### config.mk
export PLATFORM = sky130hd
export DESIGN_NAME = adc_spi_dual
export DESIGN_NICKNAME = d
export VERILOG_FILES = /design/src/rtl/adc_spi_dual.sv
export SDC_FILE = /design/constraint.sdc
export NUM_CORES = 1
export LEC_CHECK = 0
export CAP_MARGIN = 25
export CORE_MARGIN = 2
export CORE_UTILIZATION = 55
export DETAILED_ROUTE_END_ITERATION = 7
export MAX_ROUTING_LAYER = met4
export PLACE_DENSITY = 0.8
export SLEW_MARGIN = 20
export SYNTH_ARGS = -nofsm -noshare
export SYNTH_HDL_FRONTEND = slang
export SYNTH_SLANG_ARGS = --single-unit
### constraint.sdc
create_clock -name clk -period 5.5 [get_ports clk]
set_input_delay 0.825 -clock clk [delete_from_list [all_inputs] [get_ports clk]]
set_output_delay 0.825 -clock clk [all_outputs]
set_load 0.01 [all_outputs]
### src/rtl/adc_spi_dual.sv
`default_nettype none
// ============================================================================
//  Module   : adc_spi_dual
//  Purpose  : SPI master sweeping NUM_CH channels on two ADCs sharing CSn/SCLK/
//             MOSI, capturing both MISO words per frame for a fs/fd handshake.
//  Revision : 1.0 - initial release
// ============================================================================
module adc_spi_dual #(
   parameter int NUM_CH   = 32,
   parameter int SCLK_DIV = 4,
   parameter int CS_GAP   = 8
) (
   input  logic        clk,
   input  logic        rst,
   input  logic        start,
   output logic        busy,
   output logic        done,
   output logic [5:0]  ch_idx,
   output logic        spi_csn,
   output logic        spi_sclk,
   output logic        spi_mosi,
   input  logic        spi_misoa,
   input  logic        spi_misob,
   output logic        fs,
   input  logic        fd,
   output logic [15:0] chip_rxda,
   output logic [15:0] chip_rxdb
);

   localparam logic [2:0] S_IDLE  = 3'd0;
   localparam logic [2:0] S_SETUP = 3'd1;
   localparam logic [2:0] S_SHIFT = 3'd2;
   localparam logic [2:0] S_GAP   = 3'd3;
   localparam logic [2:0] S_HAND  = 3'd4;
   localparam logic [2:0] S_RELS  = 3'd5;
   localparam logic [2:0] S_NEXT  = 3'd6;

   localparam int c_CNT_MAX = (SCLK_DIV > CS_GAP) ? SCLK_DIV : CS_GAP;
   localparam int c_CNT_W   = $clog2(c_CNT_MAX + 1);
   localparam logic [c_CNT_W-1:0] c_DIV_LAST = c_CNT_W'(SCLK_DIV - 1);
   localparam logic [c_CNT_W-1:0] c_GAP_LAST = c_CNT_W'(CS_GAP - 1);
   localparam logic [c_CNT_W-1:0] c_CNT_ONE  = c_CNT_W'(1);
   localparam logic [5:0]         c_LAST_CH  = 6'(NUM_CH - 1);

   logic [2:0]         state_q, state_d;
   logic [c_CNT_W-1:0] cnt_q, cnt_d;
   logic [3:0]         bit_q, bit_d;
   logic               sclk_q, sclk_d;
   logic               mosi_q, mosi_d;
   logic [15:0]        sh_a_q, sh_a_d, sh_b_q, sh_b_d;
   logic [15:0]        rxa_q, rxa_d, rxb_q, rxb_d;
   logic [5:0]         ch_q, ch_d;

   logic        w_div_end;
   logic        w_gap_end;
   logic        w_last_ch;
   logic [15:0] w_cmd;

   assign w_div_end = (cnt_q == c_DIV_LAST);
   assign w_gap_end = (cnt_q == c_GAP_LAST);
   assign w_last_ch = (ch_q == c_LAST_CH);
   assign w_cmd     = {2'b00, ch_q, 8'h00};

   always_ff @(posedge clk or posedge rst) begin
      if (rst) state_q <= S_IDLE;
      else     state_q <= state_d;
   end

   always_comb begin
      state_d = state_q;
      case (state_q)
         S_IDLE:  if (start) state_d = S_SETUP;
         S_SETUP: if (w_div_end) state_d = S_SHIFT;
         S_SHIFT: if (w_div_end && sclk_q && (bit_q == 4'd15)) state_d = S_GAP;
         // fd still high from a previous handoff holds us here with csn high
         S_GAP:   if (w_gap_end && !fd) state_d = S_HAND;
         S_HAND:  if (fd) state_d = S_RELS;
         S_RELS:  if (!fd) state_d = S_NEXT;
         S_NEXT:  state_d = w_last_ch ? S_IDLE : S_SETUP;
         default: state_d = S_IDLE;
      endcase
   end

   always_comb begin
      spi_csn = !((state_q == S_SETUP) || (state_q == S_SHIFT));
      fs      = (state_q == S_HAND);
      done    = (state_q == S_NEXT) && w_last_ch;
      busy    = (state_q != S_IDLE) && !done;
   end

   always_comb begin
      cnt_d  = cnt_q;
      bit_d  = bit_q;
      sclk_d = sclk_q;
      mosi_d = 1'b0;
      sh_a_d = sh_a_q;
      sh_b_d = sh_b_q;
      rxa_d  = rxa_q;
      rxb_d  = rxb_q;
      ch_d   = ch_q;
      case (state_q)
         S_IDLE: begin
            cnt_d = '0;
            if (start) ch_d = 6'd0;
         end
         S_SETUP: begin
            mosi_d = w_cmd[15];
            bit_d  = 4'd0;
            sclk_d = 1'b0;
            cnt_d  = w_div_end ? '0 : cnt_q + c_CNT_ONE;
         end
         S_SHIFT: begin
            mosi_d = mosi_q;
            if (w_div_end) begin
               cnt_d = '0;
               if (!sclk_q) begin
                  sclk_d = 1'b1;
                  sh_a_d = {sh_a_q[14:0], spi_misoa};
                  sh_b_d = {sh_b_q[14:0], spi_misob};
               end else begin
                  sclk_d = 1'b0;
                  if (bit_q != 4'd15) begin
                     bit_d  = bit_q + 4'd1;
                     mosi_d = w_cmd[4'd14 - bit_q];
                  end else begin
                     mosi_d = 1'b0;
                  end
               end
            end else begin
               cnt_d = cnt_q + c_CNT_ONE;
            end
         end
         S_GAP: begin
            if (cnt_q == '0) begin
               rxa_d = sh_a_q;
               rxb_d = sh_b_q;
            end
            if (!w_gap_end) cnt_d = cnt_q + c_CNT_ONE;
         end
         S_NEXT: begin
            cnt_d = '0;
            ch_d  = w_last_ch ? 6'd0 : ch_q + 6'd1;
         end
         default: ;
      endcase
   end

   always_ff @(posedge clk or posedge rst) begin
      if (rst) begin
         cnt_q  <= '0;
         bit_q  <= 4'd0;
         sclk_q <= 1'b0;
         mosi_q <= 1'b0;
         sh_a_q <= 16'h0000;
         sh_b_q <= 16'h0000;
         rxa_q  <= 16'h0000;
         rxb_q  <= 16'h0000;
         ch_q   <= 6'd0;
      end else begin
         cnt_q  <= cnt_d;
         bit_q  <= bit_d;
         sclk_q <= sclk_d;
         mosi_q <= mosi_d;
         sh_a_q <= sh_a_d;
         sh_b_q <= sh_b_d;
         rxa_q  <= rxa_d;
         rxb_q  <= rxb_d;
         ch_q   <= ch_d;
      end
   end

   assign spi_sclk  = sclk_q;
   assign spi_mosi  = mosi_q;
   assign chip_rxda = rxa_q;
   assign chip_rxdb = rxb_q;
   assign ch_idx    = ch_q;

endmodule
`default_nettype wire

Word level (Yosys, flattened, before mapping). Cells that the tools add are included.

Logic and storage cells: 89. Output and inout port bits: 44. Register bits after elaboration: 83. Input bits: 6.

Order comparisons: 1. Equal/unequal tests: 21. Bitwise logic cells: 1. Reductions and logical operators: 25. Add/sub/neg operators: 4. Muxes and demuxes: 27.

Operator list (number): case mux 3 bit (7 select lines) (1); two-way mux 4 bit (5); two-way mux 3 bit (6); != test 2 bit, second input constant (8); two-way mux 6 bit (2); case mux 4 bit (3 select lines) (1); case mux 6 bit (2 select lines) (1); AND reduction 2 bit (5); equality test 3 bit, second input constant (3); adder 4 x 1 -> 4 bit, second input constant (2); two-way mux 1 bit (8); case mux 4 bit (2 select lines) (1); adder 6 x 1 -> 6 bit, second input constant (1); equality test 3 x 2 -> 1 bit, second input constant (2); equality test 6 x 5 -> 1 bit, second input constant (1); AND reduction 6 bit (1); nonzero test 3 bit (2); logical AND 1 bit (5); < comparator 4 x 5 -> 1 bit, second input constant (1); binary-select mux 1 bit (select 4 bit) (1); equality test 4 x 2 -> 1 bit, second input constant (1); equality test 4 x 3 -> 1 bit, second input constant (1); equality test 4 bit, second input constant (1); logical NOT 4 bit (1); 13 further kinds (18).

Longest topological paths before layout. Gate-level depths: netlist (run 1).

Depth in word-level cells: 7. Depth in mapped cells: 6. Gate-level depth less buffers: 5.

Worst setup path after synthesis (run 1). Ideal clock, no wire load.

Path type: reg-to-output. Start point: register ch_q[0], in the netlist ch_idx[0]. End point: output port busy. Required time: 4.675 ns. Buffers on the path: 0. Arrival: 1.253 ns. Cell stages (with the launch flop): 6. Setup slack: 3.422 ns. Cell sequence: dfrtp_1 ha_1 and4_1 nand2_1 nor2_1 o21ai_0.

Cells in the longest elaborated chain, start to end: 4.

Ends and longest elaborated chain: start: declaration (RTL line 52) `logic [5:0] ch_q, ch_d;`; start signal: assignment (RTL line 168) `ch_q <= ch_d;`; equality test 6 x 5 -> 1 bit (RTL line 61) `assign w_last_ch = (ch_q == c_LAST_CH);`; logical AND 1 bit (RTL line 87) `done = (state_q == S_NEXT) && w_last_ch;`; logical NOT 1 bit (RTL line 88) `busy = (state_q != S_IDLE) && !done;`; logical AND 1 bit (RTL line 88); end: declaration (RTL line 16) `output logic busy,`.

Every way passes these cells.

Worst setup path after layout (run 1).
Start point: register state_q[2]. End point: output port done.

Cells in the longest elaborated chain, start to end: 2.

Ends and longest elaborated chain: start: declaration (RTL line 45) `logic [2:0] state_q, state_d;`; start signal: assignment (RTL line 66) `else state_q <= state_d;`; equality test 3 bit (RTL line 87); logical AND 1 bit (RTL line 87); end: declaration (RTL line 17) `output logic done,`.

Every way passes these cells.

==> results of run 1 <==
through the flow:
| stage | worst slack [ns] | util (%) | instance area (um2) |
|---|---|---|---|
| floorplan | 2.54 | - | 3670 |
| detailed placement | 2.88 | 65.3 | 4190 |
| global placement | 2.94 | 65.3 | 4190 |
| finish | 2.48 | 68.1 | 4370 |
| CTS | 2.49 | 68.1 | 4370 |
| global route | 2.33 | 68.1 | 4370 |
routing by layer:
| metal | track usage [%] | vias to the layer above |
|---|---|---|
| met5 | - | - |
| met4 | 7.50 | 0 |
| met3 | 5.68 | 10 |
| met2 | 27.5 | 49 |
| met1 | 25.9 | 1147 |
| li1 | - | 1117 |
sequential cells by signal, summed over array words and instances, names as in the netlist:
name,cells
bit_q,4
ch_idx,6
chip_rxda,16
chip_rxdb,16
cnt_q,4
sh_a_q,16
sh_b_q,16
spi_mosi,1
spi_sclk,1
state_q,3
logic make-up (layout without fill, tap and decap cells):
group	Yosys count	after routing
buffers and inverters	25	78
DFF	83	83
AOI/OAI and AO/OA	40	40
muxes	68	68
adders and majority gates	4	4
and+or+nand+nor	60	60
xor gates and xnor gates	3	3
final cells by class:
class	instances	area, um2
Sequential cell	83	2080
Clock buffer	10	128
Fill cell	483	2050
Timing Repair Buffer	51	505
Inverter	11	42.5
Multi-Input combinational cell	175	1470
Clock inverter	6	51.3
Tap cell	77	96.3
worst min path at each step:
stage,startpoint,end,cells after the start
final,chip_rxda[11]$_DFFE_PP0P_,chip_rxda[11]$_DFFE_PP0P_,1
after detailed placement,chip_rxda[11]$_DFFE_PP0P_,chip_rxda[11]$_DFFE_PP0P_,1
after global routing,chip_rxdb[4]$_DFFE_PP0P_,chip_rxdb[4]$_DFFE_PP0P_,1
after CTS,chip_rxda[11]$_DFFE_PP0P_,chip_rxda[11]$_DFFE_PP0P_,1
after floorplan,sh_a_q[15]$_DFFE_PP0P_,sh_a_q[15]$_DFFE_PP0P_,1
after global placement,chip_rxda[11]$_DFFE_PP0P_,chip_rxda[11]$_DFFE_PP0P_,1
cell usage in the layout (no fill, tap or decap), types with 2 or more instances in the layout:
cell type        instances
dfrtp_1                 83
mux2_2                  57
clkdlybuf4s50_1         49
nand2_1                 13
nand3_1                 13
o21ai_0                 11
inv_1                   10
mux2_1                   9
clkbuf_8                 9
nor2_1                   8
a21oi_1                  7
a21o_1                   4
nor3_1                   4
ha_1                     4
and3_1                   3
clkinvlp_4               3
nor2b_1                  2
nand3b_1                 2
or3b_2                   2
xor2_1                   2
or3_1                    2
o211ai_1                 2
a211o_1                  2
clkinv_4                 2
buf_4                    2
power by group through the flow:
stage | sequential (mW) | combinational, mW | clock, mW
5_1_grt | 0.772 | 0.386 | 0.438
3_5_place_dp | 0.772 | 0.351 | 0
3_3_place_gp | 0.767 | 0.346 | 0
6_report | 0.761 | 0.351 | 0.397
2_1_floorplan | 0.725 | 0.299 | 0
4_1_cts | 0.760 | 0.354 | 0.406
==> impl_results.md, run 1 <==
* GRT Residual Overflow at 0
* Violated checks: DRC
* Hold slack at 0.493 ns
* Min-delay worst type: reg -> reg
* Top sig layer: met4
* Area share of fa/ha/maj cells after synthesis at 1.36%
* Final hold vios at 0
* Synth cell types at between 50 and 60
* F_max at 331 MHz
* Clock root cell: clkbuf_8
* P_leak at 2.08 nW
* Worst-path cell chain: nand3b_1 > nor2_1 > clkdlybuf4s50_1
* R2R depth at 3
* Top cells by area, synth: dfrtp_1 57%, mux2_2 17%, mux2_1 2.8%
* Top cells by count, synth: 83 x dfrtp_1, 57 x mux2_2, 13 x nand2_1, 13 x nand3_1
* Initial Util at 57.2%
* Tot Pwr at around 1.5 mW
* RD Place Congestion at 0.818
* Largest net degree at the start of global routing at 47
* Xor/xnor share of the synthesized area at 0.715%
* Buf/Inv on CP at 1
* Die width at 85.7 um
* Worst-path clk slew at 0.08 ns
* Synthesized cell area at 0.00367 mm2
* IO Count at 50
* Net Sw Power at 0.484 mW
* Share of the synthesized area in the top cell type at 56.5%
* Setup crit start kind: register
* Clk sink count at 83
* CTS Buf Count at 9
* Routed Antenna Nets at 0
* Clk buf depth at 2
* Crit path max fanout at 23
* Net Sw Frac at 32.1%
* Count leader, synth: dfrtp_1
* Post-cts resize count at 0
* M1 wire length at 3050 um
* Cells after Synth at 283
* Number of enable flip-flop cells after synthesis at 0
* Syn nets at 293
* Worst setup path startpoint: state_q[2]$_DFFE_PP0P_
* CTS tree: done
* Via density at between 5 and 6
* First-pass detailed-route iteration total at 8
* Worst path slowest cell: dfrtp_1
* Inst Count DP at approximately 400
* Number of DRC markers in iteration 0 at roughly 110
* CP top delay family: flip-flops
* CTS Hold Bufs at 0
* Synth Area in Compound Gates at 7.25%
* Fraction of layout cells with a size suffix above 1 at 25.3%
* Status: finished, violations left
* PwrDens at 345 mW/mm2
* Reg2reg setup slack at 3.09 ns
* Core area at 0.00642 mm2
* Row count at 29
* Die H at between 80 and 90 um
* Number of global-route vias before repair at between 2,000 and 2,500
* R2r endpoint: chip_rxda[12]$_DFFE_PP0P_
* Maximum vdd ir drop at ~0.00024 V
* Unrepaired setup endpoints after global routing: false
* WL met3 at 242 um
* Setup TNS at 0 ns
* Sequential power share at about half
* CP max stage delay at 0.81 ns
* Synth Register Bits at 83
* Crit share post-route at 54.9%
* Slew margin rel. at between 40% and 50%
* Max-cap viol count at 0
* Top FF cell, synth: dfrtp_1
* Nets at 341
* DR WL/cell at 15.2 um
* Depth of the CTS H-tree at 3
* Antenna cell count at 0
* Routed wl met2 at between 2000 and 3000 um
* Proportion of synthesized area in mux cells at a little over a fifth
* Largest family of logic cells by synthesized area: multiplexers
* Async SR Flop Fraction at 100%
* Initial antenna violation count at 0
* Clock skew at 0.0124 ns
* Crit. End Element: output port
* Slew @ Worst Pin at 0.840 ns
* Avg Inst Size Synth at 13.0 um2
* Simple-Gate Fraction of Synth Area at 9.64%
* Warnings, synthesis at 0
* IO Port Bufs at 49
* GRT Total Usage at 19.2%
* Global-route wire length before repair at 10,600 um
* Post-DP HPWL at a little over 4000 um
* Largest area contributor in the netlist: dfrtp_1
* WS Path Type: reg -> out
* DRC viols at 3
* Power share of the clock group at 26.3%
* Final Max Slew Viols at 0
* Final setup fails at 0
* Critical path endpoint: done
* Reg2Reg Launch Point: state_q[2]$_DFFE_PP0P_
* Crit path required time at between 4 and 5 ns
* Setup Buffers After CTS at 0
* Area of the die at 0.00735 mm2
* Area grow syn2layout at 19.0%
* Sequential area share after synthesis at 56.5%
* Crit path time final at 3.02 ns
* Clock Latency Late Sink at 0.35 ns
* Internal power at 1.03 mW
* Critical Path AT at ~2.2 ns
* DRT Wirelength at 6300 um
* Layout Cells excl Fill at between 400 and 500
* Logic gate share of total power at 23.3%
* DR vias at between 2,000 and 2,500
* Cell depth of the worst setup path at 3
Power figures use the tool's default switching activity.
==> run 2, diff against run 1 <==
CORE_UTILIZATION = 54   (was 55)
PLACE_DENSITY = 0.79   (was 0.8)
clock period = 2.9 ns   (was 5.5 ns; I/O delays follow)
==> run 2 against run 1 <==
The flow now finishes without violations. Die area is 1.8% higher. Setup slack got worse by 2.3 ns. Highest routed layer unchanged. Critical path depth unchanged. Combinational power up 97%. Clock-buffer cell count down 1. Power grew 94%. Worst hold slack got worse by 0.023 ns.
==> impl_results.md, run 2 (synthesis gave the netlist of run 1 again) <==
* Net Sw Power at 0.959 mW (+98%)
* Clk sink count at 83 (unchanged)
* DRC viols at 0 (-3)
* Via density at 5.61 (-0.18%)
* GRT Residual Overflow at 0 (unchanged)
* M1 wire length at 2980 um (-2.1%)
* Crit share post-route at 93.1%
* Global-route wire length before repair at 10,400 um (-2.1%)
* Fraction of layout cells with a size suffix above 1 at 26.0% (+0.74 points)
* Initial Util at 55.0% (-2.2 points)
* Final hold vios at 0 (unchanged)
* Hold slack at 0.470 ns (-0.0231 ns)
* Area of the die at 0.00748 mm2 (+1.8%)
* Worst path slowest cell: dfrtp_1
* IO Count at 50 (unchanged)
* Post-DP HPWL at 4120 um (+0.89%)
* Final Max Slew Viols at 0 (unchanged)
* Area after DPL at 0.00423 mm2 (+0.75%)
* Core area at 0.00668 mm2 (+4.0%)
* F_max at 370 MHz
* Dpl ws at 0.433 ns (-2.44 ns)
* Final Util at 66.1% (-2.0 points)
* Design Area, Final at 0.00442 mm2 (+1.0%)
* DR vias at 2,347 (+1.0%)
* Die H at 86.5 um (+0.88%)
* Maximum vdd ir drop at 0.000434 V (+77%)
* Routed Antenna Nets at 0 (unchanged)
* Setup crit start kind: register
* Setup TNS at 0 ns (unchanged)
* Depth of the CTS H-tree at 3 (unchanged)
* Final setup fails at 0 (unchanged)
* Final WS setup at 0.200 ns (-2.28 ns)
* Sequential power share at 48.8% (-1.6 points)
* CP max stage delay at 0.83 ns (+0.02 ns)
* Power share of the clock group at 27.6% (+1.3 points)
* Row count at 30 (+3.4%)
* WL met3 at 244 um (+0.83%)
* Number of DRC markers in iteration 0 at 168 (+47%)
* Nets at 343 (+0.59%)
* Setup Buffers After CTS at 0 (unchanged)
* Unrepaired setup endpoints after global routing: false
* Most frequent cells in the layout: 83 x dfrtp_1, 57 x mux2_2, 49 x clkdlybuf4s50_1, 13 x nand2_1, 13 x nand3_1
* Top sig layer: met4
* Crit path max fanout at 23 (unchanged)
* CTS tree: done
* P_leak at 2.11 nW (+1.3%)
* GRT Total Usage at 18.6% (-0.60 points)
* Clk buf depth at 2 (unchanged)
* Initial antenna violation count at 0 (unchanged)
* Die width at 86.5 um (+0.88%)
* Slew margin rel. at 43.9% (-0.055 points)
* CTS Hold Bufs at 0 (unchanged)
* WS Path Type: reg -> out
* Max-cap viol count at 0 (unchanged)
* Largest net degree at the start of global routing at 84 (+79%)
* Slew @ Worst Pin at 0.841 ns (+0.000819 ns)
* Antenna cell count at 0 (unchanged)
* Internal power at 1.97 mW (+92%)
* Number of global-route vias before repair at 2,154 (-5.2%)
* Clock Latency Late Sink at 0.35 ns (about the same)
* Most common cell after layout, fill and taps aside: dfrtp_1
* DR WL/cell at 15.1 um (-1.1%)
* Worst-path cell chain: nand3b_1 > nor2_1 > clkdlybuf4s50_1
* Net Sw Frac at 32.7% (+0.67 points)
* Status: completed
* First-pass detailed-route iteration total at 4 (-4)
* Crit. End Element: output port
* IO Port Bufs at 49 (unchanged)
* Crit path required time at 2.47 ns (-2.21 ns)
* RD Place Congestion at 0.814 (-0.45%)
* Area grow syn2layout at 20.2%
* Post-cts resize count at 0 (unchanged)
* Routed wl met2 at 2960 um (+1.8%)
* Crit path time final at ~2.7 ns
* Critical Path AT at 2.26 ns (+0.06 ns)
* Clock skew at 0.00811 ns (-0.00425 ns)
* CTS Buf Count at 9 (unchanged)
* Min-delay worst type: in -> async
* Clock root cell: clkbuf_8
* PwrDens at 663 mW/mm2 (+92%)
* Logic gate share of total power at 23.6% (+0.3 points)
* Worst-path clk slew at 0.09 ns (about the same)
* DRT Wirelength at 6310 um (+0.14%)
## run 2: cell count changes in the layout (fill, tap and decap cells not counted), sizes merged
cell,delta
inv,+4
buf,+2
clkinv,-2
clkbuf,-1
clkinvlp,-1
## run 2: power groups by stage
stage / sequential, mW / combinational (mW) / clock [mW]
2_1_floorplan: 1.37 / 0.567 / 0
3_3_place_gp: 1.44 / 0.681 / 0
3_5_place_dp: 1.45 / 0.694 / 0
4_1_cts: 1.43 / 0.699 / 0.833
5_1_grt: 1.45 / 0.759 / 0.887
6_report: 1.43 / 0.692 / 0.807
## run 2: path summary, 6_finish.rpt
check                                         start                        to  slack (ns)  cells past startpoint
min                                             rst  chip_rxdb[4]$_DFFE_PP0P_        0.47                      3
min in group clk           chip_rxda[8]$_DFFE_PP0P_  chip_rxda[8]$_DFFE_PP0P_        0.50                      1
max in group asynchronous                       rst  chip_rxda[8]$_DFFE_PP0P_        2.07                      3
max                          state_q[2]$_DFFE_PP0P_                      done        0.20                      3
min reg2reg                chip_rxda[8]$_DFFE_PP0P_  chip_rxda[8]$_DFFE_PP0P_        0.50                      1
max reg2reg                  state_q[2]$_DFFE_PP0P_  chip_rxda[2]$_DFFE_PP0P_        0.46                      3
## run 2: per-stage QoR
stage                     power [mW]  std cells
after detailed placement        2.14        402
after global placement          2.13        402
after floorplan                 1.94        283
after global routing            3.10        418
after CTS                       2.96        418
final                           2.93        418
## run 2: worst max-delay path: cells and delay by family (launching register included)
family / cells / cell delay (ns)
DFF: 1 / 0.83
buffers and inverters: 1 / 0.56
and+or+nand+nor: 2 / 0.52
## run 2: routing by layer
metal,track usage [%],up-vias
met3,4.67,13
met1,26.0,1167
met2,25.7,45
li1,-,1122
met5,-,-
met4,8.38,0
## run 2: area by class of cell
type / count / area [um2]
fillers: 503 / 2260
flip-flops and latches: 83 / 2080
multi-input cells: 175 / 1470
repair buffers: 53 / 533
clock buffers: 9 / 124
well taps: 80 / 100
clock inverters: 7 / 68.8
inverters: 11 / 42.5
